$ cat config.mk
export PLATFORM = sky130hd
export DESIGN_NAME = register_file_param
export DESIGN_NICKNAME = d
export VERILOG_FILES = /design/src/rtl/register_file_param.sv
export SDC_FILE = /design/constraint.sdc
export NUM_CORES = 1
export LEC_CHECK = 0
export BUFFER_PORTS_ARGS = -buffer_cell sky130_fd_sc_hd__buf_2
export CAP_MARGIN = 20
export CORE_UTILIZATION = 45
export CTS_CLUSTER_DIAMETER = 100
export DETAILED_ROUTE_END_ITERATION = 6
export SYNTH_ARGS = -nofsm -noshare
export SYNTH_HDL_FRONTEND = slang
export SYNTH_SLANG_ARGS = --single-unit
$ cat constraint.sdc
create_clock -name clk -period 2 [get_ports clk]
set_input_delay 0.3 -clock clk [delete_from_list [all_inputs] [get_ports clk]]
set_output_delay 0.3 -clock clk [all_outputs]
set_load 0.02 [all_outputs]
$ cat src/rtl/register_file_param.sv
// DEPTH x WIDTH register file: 2 registered read ports, 1 write port, hardware clear after reset.
// Optional macro REGFILE_BYPASS_EN forwards same-cycle write data to a matching read.
module register_file_param #(
    parameter int   WIDTH    = 8,
    parameter int   DEPTH    = 8,
    parameter int   ZERO_REG = 0,
    localparam int  ADDR_W   = $clog2(DEPTH)
) (
    input  logic              clk,
    input  logic              rst,
    input  logic              rd_en1_i,
    input  logic [ADDR_W-1:0] rd_addr1_i,
    input  logic              rd_en2_i,
    input  logic [ADDR_W-1:0] rd_addr2_i,
    input  logic              wr_en_i,
    input  logic [ADDR_W-1:0] wr_addr_i,
    input  logic [WIDTH-1:0]  wr_data_i,
    output logic [WIDTH-1:0]  rd_out1_o,
    output logic [WIDTH-1:0]  rd_out2_o,
    output logic              rd_valid1_o,
    output logic              rd_valid2_o,
    output logic              wr_success_o,
    output logic              busy_o
);

`ifdef REGFILE_BYPASS_EN
    localparam bit Bypass = 1'b1;
`else
    localparam bit Bypass = 1'b0;
`endif

    localparam bit               HasZero = (ZERO_REG != 0);
    localparam logic [ADDR_W-1:0] LastAddr = ADDR_W'(DEPTH - 1);

    typedef enum logic {CLEAR, READY} state_e;

    state_e              state_q;
    logic [ADDR_W-1:0]   clrPtr_q;
    logic [WIDTH-1:0]    mem_q [DEPTH];
    logic [WIDTH-1:0]    rdOut1_q, rdOut2_q;
    logic                rdValid1_q, rdValid2_q;
    logic                wrSuccess_q;
    logic                busy_q;

    logic                wrFire;
    logic                zeroHit1, zeroHit2;
    logic [WIDTH-1:0]    rdData1_d, rdData2_d;

    // Writes to a hardwired-zero register are dropped and never acknowledged.
    always_comb begin
        zeroHit1  = HasZero && (rd_addr1_i == '0);
        zeroHit2  = HasZero && (rd_addr2_i == '0);
        wrFire    = (state_q == READY) && wr_en_i && !(HasZero && (wr_addr_i == '0));
        rdData1_d = mem_q[rd_addr1_i];
        rdData2_d = mem_q[rd_addr2_i];
        if (Bypass && wrFire && (wr_addr_i == rd_addr1_i)) rdData1_d = wr_data_i;
        if (Bypass && wrFire && (wr_addr_i == rd_addr2_i)) rdData2_d = wr_data_i;
        if (zeroHit1) rdData1_d = '0;
        if (zeroHit2) rdData2_d = '0;
    end

    always_ff @(posedge clk) begin
        if (!rst) begin
            if (state_q == CLEAR) begin
                mem_q[clrPtr_q] <= '0;
            end else if (wrFire) begin
                mem_q[wr_addr_i] <= wr_data_i;
            end
        end
    end

    always_ff @(posedge clk) begin
        if (rst) begin
            state_q     <= CLEAR;
            clrPtr_q    <= '0;
            rdOut1_q    <= '0;
            rdOut2_q    <= '0;
            rdValid1_q  <= 1'b0;
            rdValid2_q  <= 1'b0;
            wrSuccess_q <= 1'b0;
            busy_q      <= 1'b1;
        end else begin
            case (state_q)
                CLEAR: begin
                    rdValid1_q  <= 1'b0;
                    rdValid2_q  <= 1'b0;
                    wrSuccess_q <= 1'b0;
                    clrPtr_q    <= clrPtr_q + 1'b1;
                    if (clrPtr_q == LastAddr) begin
                        state_q <= READY;
                        busy_q  <= 1'b0;
                    end
                end
                READY: begin
                    rdValid1_q  <= rd_en1_i;
                    rdValid2_q  <= rd_en2_i;
                    wrSuccess_q <= wrFire;
                    if (rd_en1_i) rdOut1_q <= rdData1_d;
                    if (rd_en2_i) rdOut2_q <= rdData2_d;
                end
                default: state_q <= CLEAR;
            endcase
        end
    end

    assign rd_out1_o    = rdOut1_q;
    assign rd_out2_o    = rdOut2_q;
    assign rd_valid1_o  = rdValid1_q;
    assign rd_valid2_o  = rdValid2_q;
    assign wr_success_o = wrSuccess_q;
    assign busy_o       = busy_q;

endmodule

Yosys cells after proc, flatten, opt, wreduce, memory -nomap -nowiden
Memories as Yosys holds them, arrays and structs flattened. A register that Yosys moved wholly into a read port is not among the register bits.
Cells that the tools add are included.
- register bits: 8
- memory bits (writable): 64
- input bits: 22
- memories: 1
- add/subtract/negate cells: 1
- equal/unequal tests: 1
- multiplexer cells: 15
- bitwise operators: 1
- reduce and logical (&&, ||, !) cells: 5
- memory list (name ; depth ; width ; rd ports ; clocked after memory_dff ; write ports ; line ; RTL):
    mem_q ; 8 ; 8 ; 2 ; 2 ; 1 ; 39 ; logic [WIDTH-1:0] mem_q [DEPTH];
- operators with widths (operator ; count):
    1-bit two-way mux ; 10
    8-bit two-way mux ; 1
    8-bit OR reduction ; 1
    1-bit one-hot mux with 2 select lines ; 3
    2-bit AND reduction ; 3
    3-bit by 1-bit adder with 3-bit output (second input constant) ; 1
    3-bit equality test (second input constant) ; 1
    3-bit two-way mux ; 1
    1-bit logical AND ; 1
    1-bit inverter ; 1

Longest topological paths before layout
- word-level depth: 7
- mapped depth: 6

Worst setup path before layout
OpenSTA, ideal clock, no wires.
- path type: input-to-reg
- from: input rst
- to: memory mem_q[5][0], enable pin
- data arrival time: 1.353 ns
- slack: 0.276 ns
- stages on the path: 6
- buffers on the path: 3
- cell sequence: buf_4 > and3b_1 > buf_6 > buf_6 > a31oi_2 > nor2_1
- cells in the longest elaborated chain, start to end: 4
- RTL lines (item ; line ; RTL):
    start: declaration ; 10 ; input logic rst,
    1-bit two-way mux ; 63 ; if (!rst) begin
    1-bit two-way mux (implied by the code) ; 67 ; mem_q[wr_addr_i] <= wr_data_i;
    8-bit OR reduction (no source line) ; - ;
    3-bit two-way mux (no source line) or 1-bit two-way mux (tied branches) ; - ;
    end: declaration ; 39 ;
Parallel ways exist; a longest one is shown, timed or not.

Worst setup path in the final report
- from: register state_q
- to: memory mem_q[5][6], enable pin
- cells in the longest elaborated chain, start to end: 7
- RTL lines (item ; line ; RTL):
    start: declaration ; 37 ; state_e state_q;
    start signal: assignment ; 74 ; state_q <= CLEAR;
    start signal: assignment ; 90 ; state_q <= READY;
    start signal: assignment ; 101 ; default: state_q <= CLEAR;
    1-bit logical AND ; 53 ; wrFire = (state_q == READY) && wr_en_i && !(HasZero && (wr_addr_i == '0));
    1-bit two-way mux ; 66 ; end else if (wrFire) begin
    1-bit two-way mux ; 64 ; if (state_q == CLEAR) begin
    1-bit two-way mux ; 63 ;
    1-bit two-way mux (implied by the code) ; 67 ;
    8-bit OR reduction (no source line) ; - ;
    3-bit two-way mux (no source line) or 1-bit two-way mux (tied branches) ; - ;
Parallel ways exist; a longest one is shown, timed or not.

==> impl_metrics.ini <==
[routing]
drtIter0Drc = 194
vias = 2659
first_pass_iters = 6
drc = 1
ant_nets = 0
routedWlPerCell_um = 21.3
drt-vias-per-instance = 5.57
wl_um = 10200

[power]
internal_power_uw = 2690
p_seq_frac = 0.571
switching_share = 0.242
clockPowerShare = 0.345
vdd_drop_max_v = 0.000414
p_comb_frac = 0.085
p_switching_uw = 857
p_leak_uw = 0.00179
powerDensity_mw_per_mm2 = 760

[worst_setup_path]
crit_type = reg2reg
start_kind = register
path_cells = and3b_1 -> nor3b_2 -> a31oi_2 -> nor2_1
cp.buffers_inverters = 0
cp_max_fo = 8
crit_slowest_cell = nor2_1
critPathTopFamily = simple AND/OR/NAND/NOR gates
crit_arrival_ns = 1.87
crit_required_ns = 1.99
max_stage_delay_ns = 0.62
cp-end-kind = register

[placed_design]
portBuffers = 41
post-dp-hpwl_um = 7270
dpl-instance-area_sq_mm = 0.00447
dpl_worst_slack_ns = -0.0528
place.gp.congestion = 0.853

[floorplan]
initial_core_util = 0.471
die_area_sq_mm = 0.00961
die_x_um = 98.0
num_io_pins = 42
die_height_um = 98.0
num_rows = 34
fp.coreArea_sq_mm = 0.00881

[clock_network]
clock_path_buffers = 2
cts_buffers = 9
tritoncts = yes
root_buffer = clkbuf_8
clk_latency_ns = 0.37
postCtsSetupBuffers = 0
path_clk_slew_ns = 0.10
clock_sinks = 88
htree_levels = 3

[synthesis]
synthCells = 314
synthTopCellsByArea = edfxtp_1 46%, mux2i_1 16%, dfxtp_1 12%, a22oi_1 5.8%, nor3_2 3.9%
yosys.area.top_type = edfxtp_1
synth-seq-cells = 88
syn_area_sq_mm = 0.00415
syn_area_per_cell_sq_um = 13.2
seq_area_frac_synth = 0.579
synth_nets = 338
yosysWarningCount = 0
ys_types = 28
yosysTopAreaCellShare = 0.463

[timing]
fmax_ghz = 0.534
finalCritPeriodShare = 0.936
max-slew-margin-rel = 0.474
rsz0062_at_grt = no
fin_skew_ns = 0.0171
post-route-min-period_ns = 1.87
hold_ws_ns = 0.180
worst_pin_slew_ns = 0.786
slew_violations = 0
hold_viol = 0
fin_tns_setup_ns = 0
setup_violations = 0
setup_ws_ns = 0.128

[final_layout]
drive_gt1_frac = 0.266
nNetsFinal = 388
fillCellCount = 787
final_cell_mix = 66 x mux2i_1, 64 x edfxtp_1, 41 x buf_2
design_area_sq_mm = 0.00467
n_antenna_cell = 0
syn_to_final_growth_pct = 12.5
layout_commonest_cell = mux2i_1

[global_route]
overflow = 0
grt_max_degree = 33
grt_pass1_wl_um = 15400
gr-usage-all-layers = 0.225
grt_pass1_vias = 2670
antenna_found_initial = 0

[hold_path]
worst_hold_path_type = in2reg

[run_status]
violations = design-rule violations
status = finished with violations

[job]
maxCapViolations = 0
## registers in the layout, summed over array words and instances (netlist names)
signal and flops:
mem_q 64, rd_out1_o 8, rd_out2_o 8, clrPtr_q 3, busy_o 1, rd_valid1_o 1, rd_valid2_o 1, state_q 1
wr_success_o 1
## power groups by stage
| stage | Sequential [uW] | Clock (uW) | Combinational [uW] |
|---|---|---|---|
| 2_1_floorplan | 2050 | 0 | 218 |
| 3_3_place_gp | 2060 | 0 | 295 |
| 3_5_place_dp | 2070 | 0 | 297 |
| 4_1_cts | 2020 | 1230 | 298 |
| 5_1_grt | 2030 | 1320 | 326 |
| 6_report | 2020 | 1220 | 300 |
## Yosys cell counts, drive strengths merged
| cell | n |
|---|---|
| o22ai | 1 |
| nor3b | 2 |
| a22oi | 32 |
| nand3 | 1 |
| nor2 | 32 |
| and3b | 3 |
| xor2 | 1 |
| nor2b | 4 |
| inv | 2 |
| a31oi | 4 |
| buf | 14 |
| a21oi | 16 |
| nand2 | 4 |
| nor3 | 17 |
| mux2i | 66 |
| dfxtp | 24 |
| a21o | 2 |
| edfxtp | 64 |
| and2 | 12 |
| ha | 2 |
| clkbuf | 8 |
| nand2b | 3 |
## metrics by stage
| stage | total power [uW] | cells | util |
|---|---|---|---|
| after floorplan | 2270 | 314 | - |
| after global placement | 2360 | 461 | 0.507 |
| after detailed placement | 2360 | 461 | 0.507 |
| after CTS | 3560 | 477 | 0.529 |
| after global routing | 3680 | 477 | 0.530 |
| final | 3550 | 477 | 0.530 |
## kinds of logic after synthesis
logic type / synth area share
XOR/XNOR: 0.00211
adder cells (fa/ha/maj): 0.00603
AO/OA/AOI/OAI: 0.0898
AND/OR/NAND/NOR: 0.115
flip-flops: 0.579
buffers and inverters: 0.0494
multiplexers: 0.159
## path summary, 6_finish.rpt
path                             from                endpoint  depth (start not counted)  slack, ns
hold / removal               rd_en2_i  rd_valid2_o$_SDFF_PP0_                          2       0.18
hold reg to reg   busy_o$_SDFFE_PP1P_     busy_o$_SDFFE_PP1P_                          1       0.46
setup / recovery   state_q$_SDFF_PP0_   mem_q[5][6]$_DFFE_PP_                          4       0.13
setup reg to reg   state_q$_SDFF_PP0_   mem_q[5][6]$_DFFE_PP_                          4       0.13
## per-layer routing
layer | global-route usage | wire, um | vias to the layer above
met3 | 0.0458 | 712 | 15
met5 | 0 | 0 | -
met2 | 0.338 | 4620 | 78
met1 | 0.320 | 4600 | 1286
li1 | - | - | 1280
met4 | 0.0897 | 221 | 0
## layout make-up
cell class / count / area (sq um) / share of cell area
Inverter: 2 / 7.51 / 0.00161
Clock inverter: 7 / 70.1 / 0.0150
Multi-Input combinational cell: 202 / 1550 / 0.332
Clock buffer: 9 / 124 / 0.0265
Tap cell: 108 / 135 / 0.0289
Sequential cell: 88 / 2400 / 0.514
Timing Repair Buffer: 61 / 380 / 0.0815
## what timing repair did
action,in CTS,in global routing
endpoints found under the setup margin,0,24
resized for setup,0,3
hold buffers,0,0
hold endpoints to repair,0,0
Note: power is estimated with default switching activity, not from simulation.
